===== src/rtl/uart_tx_serializer.sv =====
// UART transmit serializer: start bit, LSB-first payload, optional parity bit, one stop bit.
// Define UART_TX_PARITY_EN to build in the PARITY state and the parity logic.
module uart_tx_serializer #(
  parameter int DATA_WIDTH = 8
) (
  input  logic                  CLK,
  input  logic                  RST,
  input  logic [DATA_WIDTH-1:0] P_DATA,
  input  logic                  Data_Valid,
  input  logic                  PAR_EN,
  input  logic                  PAR_TYP,
  output logic                  TX_OUT,
  output logic                  Busy
);

  // state  | meaning
  // IDLE   | line high, waiting for Data_Valid
  // START  | start bit (0)
  // DATA   | payload bit cnt, LSB first
  // PARITY | parity bit (only with UART_TX_PARITY_EN)
  // STOP   | stop bit (1)
  typedef enum logic [2:0] {
    IDLE   = 3'd0,
    START  = 3'd1,
    DATA   = 3'd2,
`ifdef UART_TX_PARITY_EN
    PARITY = 3'd3,
`endif
    STOP   = 3'd4
  } state_t;

  localparam int CW = (DATA_WIDTH > 1) ? $clog2(DATA_WIDTH) : 1;
  localparam logic [CW-1:0] LAST = CW'(DATA_WIDTH - 1);

  state_t                state, state_n;
  logic [CW-1:0]         cnt, cnt_n;
  logic [DATA_WIDTH-1:0] data_q;
  logic                  tx_n, busy_n;
  logic                  load;

`ifdef UART_TX_PARITY_EN
  logic pen_q, ptyp_q;
`else
  logic unused_par;
  assign unused_par = PAR_EN ^ PAR_TYP;
`endif

  assign load = (state == IDLE) && Data_Valid;

  always_ff @(posedge CLK) begin
    if (RST) begin
      state  <= IDLE;
      cnt    <= '0;
      data_q <= '0;
      TX_OUT <= 1'b1;
      Busy   <= 1'b0;
`ifdef UART_TX_PARITY_EN
      pen_q  <= 1'b0;
      ptyp_q <= 1'b0;
`endif
    end else begin
      state  <= state_n;
      cnt    <= cnt_n;
      TX_OUT <= tx_n;
      Busy   <= busy_n;
      if (load) begin
        data_q <= P_DATA;
`ifdef UART_TX_PARITY_EN
        pen_q  <= PAR_EN;
        ptyp_q <= PAR_TYP;
`endif
      end
    end
  end

  always_comb begin
    state_n = state;
    cnt_n   = cnt;
    case (state)
      IDLE:  if (Data_Valid) state_n = START;
      START: begin
        state_n = DATA;
        cnt_n   = '0;
      end
      DATA: begin
        if (cnt == LAST) begin
`ifdef UART_TX_PARITY_EN
          state_n = pen_q ? PARITY : STOP;
`else
          state_n = STOP;
`endif
        end else begin
          cnt_n = cnt + CW'(1);
        end
      end
`ifdef UART_TX_PARITY_EN
      PARITY: state_n = STOP;
`endif
      STOP:    state_n = IDLE;
      default: state_n = IDLE;
    endcase
  end

  // Outputs are decoded from the next state so TX_OUT/Busy are registered yet change on the entering edge.
  always_comb begin
    tx_n   = 1'b1;
    busy_n = (state_n != IDLE);
    case (state_n)
      START:  tx_n = 1'b0;
      DATA:   tx_n = data_q[cnt_n];
`ifdef UART_TX_PARITY_EN
      PARITY: tx_n = (^data_q) ^ ptyp_q;
`endif
      default: tx_n = 1'b1;
    endcase
  end

endmodule


===== config.mk =====
export PLATFORM = sky130hd
export DESIGN_NAME = uart_tx_serializer
export DESIGN_NICKNAME = d
export VERILOG_FILES = /design/src/rtl/uart_tx_serializer.sv
export SDC_FILE = /design/constraint.sdc
export NUM_CORES = 1
export LEC_CHECK = 0
export CAP_MARGIN = 15
export CORE_MARGIN = 3
export CORE_UTILIZATION = 45
export DETAILED_ROUTE_END_ITERATION = 8
export GPL_TIMING_DRIVEN = 0
export MAX_ROUTING_LAYER = met4
export PLACE_DENSITY = 0.74
export SYNTH_ARGS = -nofsm -noshare
export SYNTH_HDL_FRONTEND = slang
export SYNTH_SLANG_ARGS = --single-unit
export TNS_END_PERCENT = 100

===== constraint.sdc =====
create_clock -name CLK -period 2.2 [get_ports CLK]
set_input_delay 0.55 -clock CLK [delete_from_list [all_inputs] [get_ports CLK]]
set_output_delay 0.55 -clock CLK [all_outputs]
set_load 0.02 [all_outputs]

### Word-level counts from Yosys, hierarchy flattened

Cells that the tools add are included.

| operators by class | value |
|---|---|
| add/subtract/negate cells | 1 |
| order comparisons | 1 |
| equal/unequal tests | 5 |
| muxes and demuxes | 8 |
| reduce and logical (&&, ||, !) cells | 3 |

Operator list:

| operator | count |
|---|---|
| $mux 3 | 3 |
| $pmux 3 s3 | 1 |
| $eq 3x1->1 const B | 2 |
| $eq 3x2->1 const B | 2 |
| $pmux 3 s2 | 1 |
| $lt 3x4->1 const B | 1 |
| $add 3x1->3 const B | 1 |
| $bmux 1 s3 | 1 |
| $eq 3x3->1 const B | 1 |
| $logic_not 3->1 | 1 |
| $reduce_bool 3->1 | 1 |
| $pmux 1 s2 | 1 |
| $logic_and 1x1->1 | 1 |
| $mux 1 | 1 |

| storage, ports and cells | value |
|---|---|
| register bits | 16 |
| bits of input ports | 13 |
| output and inout bits | 2 |
| word-level logic and storage cells | 23 |

### Depth between registers and ports, before layout

Gate-level depths: netlist of run 1.

| logic depth | value |
|---|---|
| word-level depth | 6 |
| mapped depth | 7 |
| gate-level depth less buffers | 7 |

### Worst setup path after synthesis of run 1

OpenSTA, ideal clock, no wires.

| timing path | value |
|---|---|
| kind | flip-flop to flip-flop |
| start | reg cnt[0] |
| end | reg TX_OUT |
| setup time | 0.070 ns |
| arrival | 1.588 ns |
| data required time | 2.130 ns |
| setup slack | 0.543 ns |
| cell stages (with the launch flop) | 8 |
| buffers on the path | 0 |
| period minus slack after synthesis | 1.657 ns |
| path through | dfxtp_1 ha_1 a2111oi_2 a21oi_1 o2bb2ai_2 mux2i_1 mux2i_1 a21oi_1 |

| between the ends | value |
|---|---|
| longest elaborated chain between the ends | 6 |
| elaborated cells between the ends (all ways) | 11 |
| classes of those cells | add/sub: 1; eq/ne: 3; mux: 7 |

RTL lines:

| item | RTL line | source |
|---|---|---|
| start, declared | 36 | `logic [CW-1:0] cnt, cnt_n;` |
| start signal, assigned | 63 | `cnt <= cnt_n;` |
| $add 3x1->3 / $eq 3x3->1 (equally long branches) | 93, 86 |  |
| $mux 3 | 86 | `if (cnt == LAST) begin` |
| $pmux 3 s2 | 79 | `case (state)` |
| $bmux 1 s3 | 110 | `DATA: tx_n = data_q[cnt_n];` |
| $mux 1 (implied by the code) | 110 |  |
| $pmux 1 s2 (*) | 108 | `case (state_n)` |
| end signal, assigned | 64 | `TX_OUT <= tx_n;` |
| end, declared | 12 | `output logic TX_OUT,` |

Every way passes the cells marked *; elsewhere a longest branch is shown, timed or not. The select of a mux whose other input is x is not followed.
A chain may end at the register's enable or synchronous reset.

### Worst setup path in the final report of run 1

Same ends and word-level chain as after synthesis.

==> results.py, run 1 <==
metrics = {
    "cells_and_area": {
        "area_delta_synth_final_pct": 22.2,
        "n_antenna_cell": 0,
        "finalNetCount": 109,
        "drive_gt1_share_pct": 9.68,
    },
    "timing": {
        "rsz0062_at_grt": "false",
        "setup_viol": 0,
        "final_max_slew_viol_count": 0,
        "layout_setup_ws_ns": 0.373,
        "relSlewSlack_pct": 71.1,
        "min_period_ns": 1.83,
        "fin_skew_ns": 0.00675,
        "clock.fmax_mhz": 547,
        "hold_viol_final": 0,
        "worstMarginPinSlew_ns": 0.433,
        "period_share_pct": 83.1,
        "fin_tns_setup_ns": 0,
    },
    "worst_setup_path": {
        "start_kind": "flip-flop",
        "crit_fanout": 4,
        "r2r_slack_ns": 0.37,
        "cp_num_buf_inv": 0,
        "path_class": "flip-flop to flip-flop",
        "reg2reg_depth": 7,
        "cpLargestDelayFamily": "compound AO/OA/AOI/OAI gates",
        "crit_path_end_kind": "flip-flop",
        "slowest_delay_ns": 0.36,
        "cp.depth": 7,
        "cp.arrival_ns": 2.05,
        "crit_required_ns": 2.42,
        "cp_slowest_cell": "dfxtp_1",
        "path_cells": "ha_1, a2111oi_2, a21oi_1, o2bb2ai_2, mux2i_1, mux2i_1, a21oi_1",
    },
    "pwr": {
        "netSwitchingFraction_pct": 25.7,
        "p_sw_uw": 147,
        "internal-power_uw": 424,
        "ir_drop_uv": 463,
        "pwr-share-clk_pct": 26.2,
        "p_seq_share_pct": 55.9,
        "combPwrFrac_pct": 17.9,
        "p_per_area_mw_per_mm2": 642,
        "leakage_nw": 0.315,
    },
    "clock_tree": {
        "cts_buffers": 3,
        "cts_resized": 0,
        "hold_buffers": 0,
        "clock_latency_ns": 0.28,
        "root_buffer": "clkbuf_4",
        "cts_buffer_depth": 2,
        "path_clk_slew_ns": 0.09,
        "clock-sinks": 16,
        "post_cts_buffers": 0,
        "htreeDepth": 1,
        "cts_tree": "done",
    },
    "logic_synthesis": {
        "syn_area_sq_um": 727,
        "syn_area_per_cell_sq_um": 9.32,
        "syn_inst": 78,
        "yosysWarnings": 0,
        "synth_top_cell_by_area": "dfxtp_1",
        "synth_cell_types": 26,
        "syn_nets": 92,
        "synth_top_cell_area_share_pct": 44.1,
        "ys_top_cells_by_area": "dfxtp_1 44%, mux2i_1 11%, nand2_1 8.8%, a21oi_1 6.9%, o211ai_4 2.9%",
        "synth-seq-cells": 16,
        "yosysSeqAreaShare_pct": 44.1,
    },
    "global_route": {
        "grt_use_total_pct": 16.3,
        "grt_pass1_wl_mm": 2.40,
        "grt_pass1_vias": 585,
        "antenna_found_initial": 0,
        "grt_max_degree": 11,
        "grt-ovfl-total": 0,
    },
    "route": {
        "drt_iter0_drc": 13,
        "via_per_inst": 5.54,
        "postRouteAntennaNets": 0,
        "wl_per_cell_microns": 12.8,
        "dr.pass1.iters": 4,
        "num_vias": 598,
        "route.detailed.drc": 0,
        "wl_mm": 1.38,
    },
    "die": {
        "core_area_sq_mm": 0.00140,
        "start_util_pct": 52.0,
        "dieHeight_microns": 46.2,
        "rows": 13,
        "fp.dieArea_sq_mm": 0.00213,
        "ioPinCount": 15,
        "die_w_microns": 46.2,
    },
    "min_path": {
        "holdPathStages": 2,
        "worstHoldPathType": "flip-flop to flip-flop",
    },
    "placed_design": {
        "place.port_buffers": 12,
        "globalplace.congestion": 0.749,
        "dpl_worst_slack_ns": 0.373,
        "dp_hpwl_mm": 1.02,
    },
    "status": {
        "outcome": "finished clean",
    },
    "flow_run": {
        "drv_cap": 0,
    },
}
==> flip-flops by register name, summed over array words and instances (netlist names) <==
name / flops
Busy: 1
TX_OUT: 1
cnt: 3
data_q: 8
state: 3
==> worst min-delay path: stages, from the launching register on <==
cell and delay (ns):
dfxtp_1 0.31, nand2_1 0.05, a21oi_1 0.05
==> cells in the mapped netlist <==
cell	number
a2111oi_0	1
nor3_1	2
a32o_1	1
dfxtp_1	16
a21oi_1	10
nand2_1	17
nor2b_1	2
nor2_1	2
nand2b_4	1
o211ai_4	1
mux2i_1	8
a22oi_1	1
nor4_1	1
o2bb2ai_2	1
a21boi_1	1
clkbuf_1	2
o21ai_1	1
ha_1	1
inv_1	1
nor2_2	1
nand2b_1	2
a2111oi_2	1
buf_6	1
nand3_1	1
o21bai_1	1
and3_1	1
==> cells in the final DEF (no fill, tap or decap), types with 2 or more instances in the layout <==
| cell type | netlist | routed |
|---|---|---|
| mux2i_1 | 8 | 8 |
| nand2b_1 | 2 | 2 |
| nor2_1 | 2 | 2 |
| clkbuf_1 | 2 | 2 |
| clkbuf_4 | 0 | 3 |
| nand2_1 | 17 | 17 |
| clkdlybuf4s50_1 | 0 | 12 |
| a21oi_1 | 10 | 10 |
| nor3_1 | 2 | 2 |
| dfxtp_1 | 16 | 16 |
| nor2b_1 | 2 | 2 |
==> power by group through the flow <==
stage	clock network (mW)	registers, mW	logic, mW
after floorplan	0	0.329	0.0596
after global placement	0	0.325	0.101
after detailed placement	0	0.326	0.102
after CTS	0.152	0.319	0.103
after global routing	0.171	0.322	0.112
final	0.149	0.319	0.102
==> path summary, 6_finish.rpt <==
path	to	startpoint
worst max-delay path	TX_OUT	cnt[0]
worst min-delay path	data_q[3]	data_q[3]
worst max register to register	TX_OUT	cnt[0]
worst min register to register	data_q[3]	data_q[3]
==> metal layers <==
layer  GRT usage [%]  wire [microns]  up-vias
met4            5.11              12        0
li1                -               -      308
met5               -               0        -
met3            5.86              93        2
met1            18.5             621      273
met2            26.4             650       15
==> through the flow <==
step                utilization, %  hold slack (ns)  area, sq um  power, mW  cells
floorplan                        -            0.436          727      0.388     78
global placement              61.9            0.443          866      0.426    105
detailed placement            61.9            0.450          866      0.429    105
CTS                           63.5            0.462          888      0.575    108
global route                  63.5            0.480          888      0.605    108
finish                        63.5            0.458          888      0.571    108
==> cell families (layout without fill, tap and decap cells) <==
| kind of cell | Yosys count | in the layout | synth area share (%) |
|---|---|---|---|
| and+or+nand+nor | 30 | 30 | 19.8 |
| AOI/OAI and AO/OA | 19 | 19 | 20.3 |
| DFF | 16 | 16 | 44.1 |
| muxes | 8 | 8 | 11.0 |
| buffers and inverters | 4 | 19 | 3.10 |
| adders and majority gates | 1 | 1 | 1.72 |
==> layout make-up <==
class / count / area, sq um
Inverter: 1 / 3.75
Tap cell: 15 / 18.8
Multi-Input combinational cell: 58 / 384
Clock buffer: 3 / 22.5
Buffer: 3 / 18.8
Fill cell: 119 / 510
Timing Repair Buffer: 12 / 120
Sequential cell: 16 / 320
(Power assumes the default switching activity.)
==> inputs of run 2 (changes only) <==
--- a/config.mk
+++ b/config.mk
@@ -7,7 +7,7 @@
 export LEC_CHECK = 0
 export CAP_MARGIN = 15
 export CORE_MARGIN = 3
-export CORE_UTILIZATION = 45
+export CORE_UTILIZATION = 43
 export DETAILED_ROUTE_END_ITERATION = 8
 export GPL_TIMING_DRIVEN = 0
 export MAX_ROUTING_LAYER = met4
==> constraint.sdc (replaced) <==
create_clock -name CLK -period 1.5 [get_ports CLK]
set_input_delay 0.375 -clock CLK [delete_from_list [all_inputs] [get_ports CLK]]
set_output_delay 0.375 -clock CLK [all_outputs]
set_load 0.02 [all_outputs]
==> results.py, run 2 (same netlist as run 1, synthesis figures left out) <==
metrics = {
    "pwr": {
        "p_per_area_mw_per_mm2": 959,
        "leakage_nw": 0.337,
        "power_uw": 919,
        "ir_drop_uv": 651,
    },
    "global_route": {
        "grt_max_degree": 11,
        "grtUsageMet2_pct": 26.8,
        "grt_pass1_vias": 597,
        "grt.met1_usage_pct": 17.0,
        "grt_use_total_pct": 16.4,
        "grt-ovfl-total": 0,
        "met3_usage_pct": 2.30,
        "antenna_found_initial": 0,
        "grt_most_used_layer": "met2",
        "grt_pass1_wl_mm": 2.39,
    },
    "timing": {
        "layout_setup_ws_ns": -0.0847,
        "min_period_ns": 1.58,
        "setup_viol": 1,
        "worstMarginPinSlew_ns": 0.429,
        "relSlewSlack_pct": 71.4,
        "fin_skew_ns": 0.00335,
        "final_max_slew_viol_count": 0,
        "clock.fmax_mhz": 631,
        "period_share_pct": 106,
        "rsz0062_at_grt": "true",
        "hold_viol_final": 0,
    },
    "placed_design": {
        "dp_hpwl_mm": 1.03,
        "place.port_buffers": 12,
        "globalplace.congestion": 0.867,
    },
    "cells_and_area": {
        "area_delta_synth_final_pct": 31.8,
        "drive_gt1_share_pct": 16.8,
        "final_cell_mix": "17 x nand2_1, 14 x dfxtp_1, 10 x clkdlybuf4s50_1",
        "top_regs": "data_q (8), cnt (3), state (3)",
        "finalNetCount": 110,
        "final_common_cell": "nand2_1",
        "final_core_util_pct": 62.2,
        "n_antenna_cell": 0,
        "regMostFlops": "data_q",
        "largest_register_ffs": 8,
    },
    "clock_tree": {
        "htreeDepth": 1,
        "clock-sinks": 16,
        "clock_latency_ns": 0.29,
        "path_clk_slew_ns": 0.09,
        "cts_buffer_depth": 2,
        "cts_tree": "done",
        "root_buffer": "clkbuf_4",
        "cts_buffers": 3,
    },
    "route": {
        "num_vias": 613,
        "postRouteAntennaNets": 0,
        "dr.pass1.iters": 3,
        "route.detailed.drc": 0,
        "wl_mm": 1.48,
        "wl_per_cell_microns": 13.3,
        "drt_iter0_drc": 7,
        "via_per_inst": 5.52,
    },
    "worst_setup_path": {
        "cpLargestDelayFamily": "compound AO/OA/AOI/OAI gates",
        "crit_required_ns": 1.73,
        "start_kind": "flip-flop",
        "cp.arrival_ns": 1.81,
        "crit_fanout": 4,
        "path_cells": "ha_4, a2111oi_4, a21oi_2, o2bb2ai_4, mux2i_1, mux2i_1, a21oi_1",
        "path_class": "flip-flop to flip-flop",
        "slowest_delay_ns": 0.37,
        "cp_slowest_cell": "dfxtp_4",
        "crit_path_end_kind": "flip-flop",
        "cp_num_buf_inv": 0,
        "cpMostUsedCell": "mux2i_1",
    },
    "min_path": {
        "worstHoldPathType": "flip-flop to flip-flop",
    },
    "die": {
        "core_area_sq_mm": 0.00154,
        "start_util_pct": 47.2,
        "fp.dieArea_sq_mm": 0.00222,
        "die_w_microns": 47.1,
        "dieHeight_microns": 47.1,
        "ioPinCount": 15,
        "rows": 14,
    },
    "status": {
        "outcome": "finished with violations",
        "violations": "negative setup slack",
    },
    "flow_run": {
        "drv_cap": 0,
    },
}
-- run 2: where the power goes --
| part | leakage, nW | total (mW) | internal (mW) | switching, mW |
|---|---|---|---|---|
| clock network | 0.0210 | 0.286 | 0.148 | 0.138 |
| registers | 0.133 | 0.468 | 0.451 | 0.0168 |
| logic | 0.183 | 0.165 | 0.0842 | 0.0813 |
| total | 0.337 | 0.919 | 0.683 | 0.236 |
-- run 2: stage by stage --
step | cells | hold slack (ns) | cell area (sq um) | TNS [ns] | setup slack, ns
detailed placement | 106 | 0.451 | 896 | -1.60 | -0.172
CTS | 111 | 0.464 | 942 | -0.148 | -0.148
global placement | 106 | 0.443 | 896 | -1.21 | -0.118
finish | 111 | 0.461 | 958 | -0.0847 | -0.0847
floorplan | 78 | 0.436 | 756 | 0 | 0.0187
global route | 111 | 0.489 | 958 | -0.204 | -0.204
-- run 2: final cells by class --
cell class / count / area [sq um]
Tap cell: 16 / 20.0
Buffer: 3 / 18.8
Multi-Input combinational cell: 58 / 429
Timing Repair Buffer: 13 / 125
Clock buffer: 4 / 36.3
Inverter: 1 / 3.75
Fill cell: 144 / 583
Sequential cell: 16 / 325
-- run 2: repair_timing --
| item | CTS | global route |
|---|---|---|
| gates resized for setup | 4 | 2 |
| hold buffers | 0 | 0 |
| buffers inserted | 1 | 0 |
| endpoints found under the setup margin | 3 | 1 |
| pin swaps | 1 | 1 |
-- run 2: worst paths after layout --
kind | from | end | slack (ns) | depth (start not counted)
max | cnt[0] | TX_OUT | -0.08 | 7
max reg2reg | cnt[0] | TX_OUT | -0.08 | 7
min reg2reg | data_q[2] | data_q[2] | 0.46 | 2
min | data_q[2] | data_q[2] | 0.46 | 2
-- run 2: worst min-delay path, cell delays in order, from the launching register on --
cell and delay [ns]:
dfxtp_1 0.32, nand2_1 0.05, a21oi_1 0.05
-- run 2: per-layer routing --
layer	share of wire, %	up-vias
met5	0	-
met4	2.8	0
met3	5.1	5
met2	49	14
met1	43	284
li1	-	310
==> inputs of run 3 (changes only) <==
--- a/config.mk
+++ b/config.mk
@@ -7,11 +7,12 @@
 export LEC_CHECK = 0
 export CAP_MARGIN = 15
 export CORE_MARGIN = 3
-export CORE_UTILIZATION = 43
+export CORE_UTILIZATION = 45
 export DETAILED_ROUTE_END_ITERATION = 8
 export GPL_TIMING_DRIVEN = 0
 export MAX_ROUTING_LAYER = met4
 export PLACE_DENSITY = 0.74
+export SKIP_CTS_REPAIR_TIMING = 1
 export SYNTH_ARGS = -nofsm -noshare
 export SYNTH_HDL_FRONTEND = slang
 export SYNTH_SLANG_ARGS = --single-unit
==> constraint.sdc (replaced) <==
create_clock -name CLK -period 2 [get_ports CLK]
set_input_delay 0.5 -clock CLK [delete_from_list [all_inputs] [get_ports CLK]]
set_output_delay 0.5 -clock CLK [all_outputs]
set_load 0.02 [all_outputs]
==> results of run 3 <==
The final DEF is identical to that of run 1. Status: finished clean.
Among the figures that moved: setup slack after placement 0.373 ns -> 0.183 ns; setup slack after layout 0.373 ns -> 0.173 ns; register-to-register setup slack 0.37 ns -> 0.17 ns; total power 0.571 mW -> 0.628 mW; worst IR drop on VDD 463 uV -> 509 uV
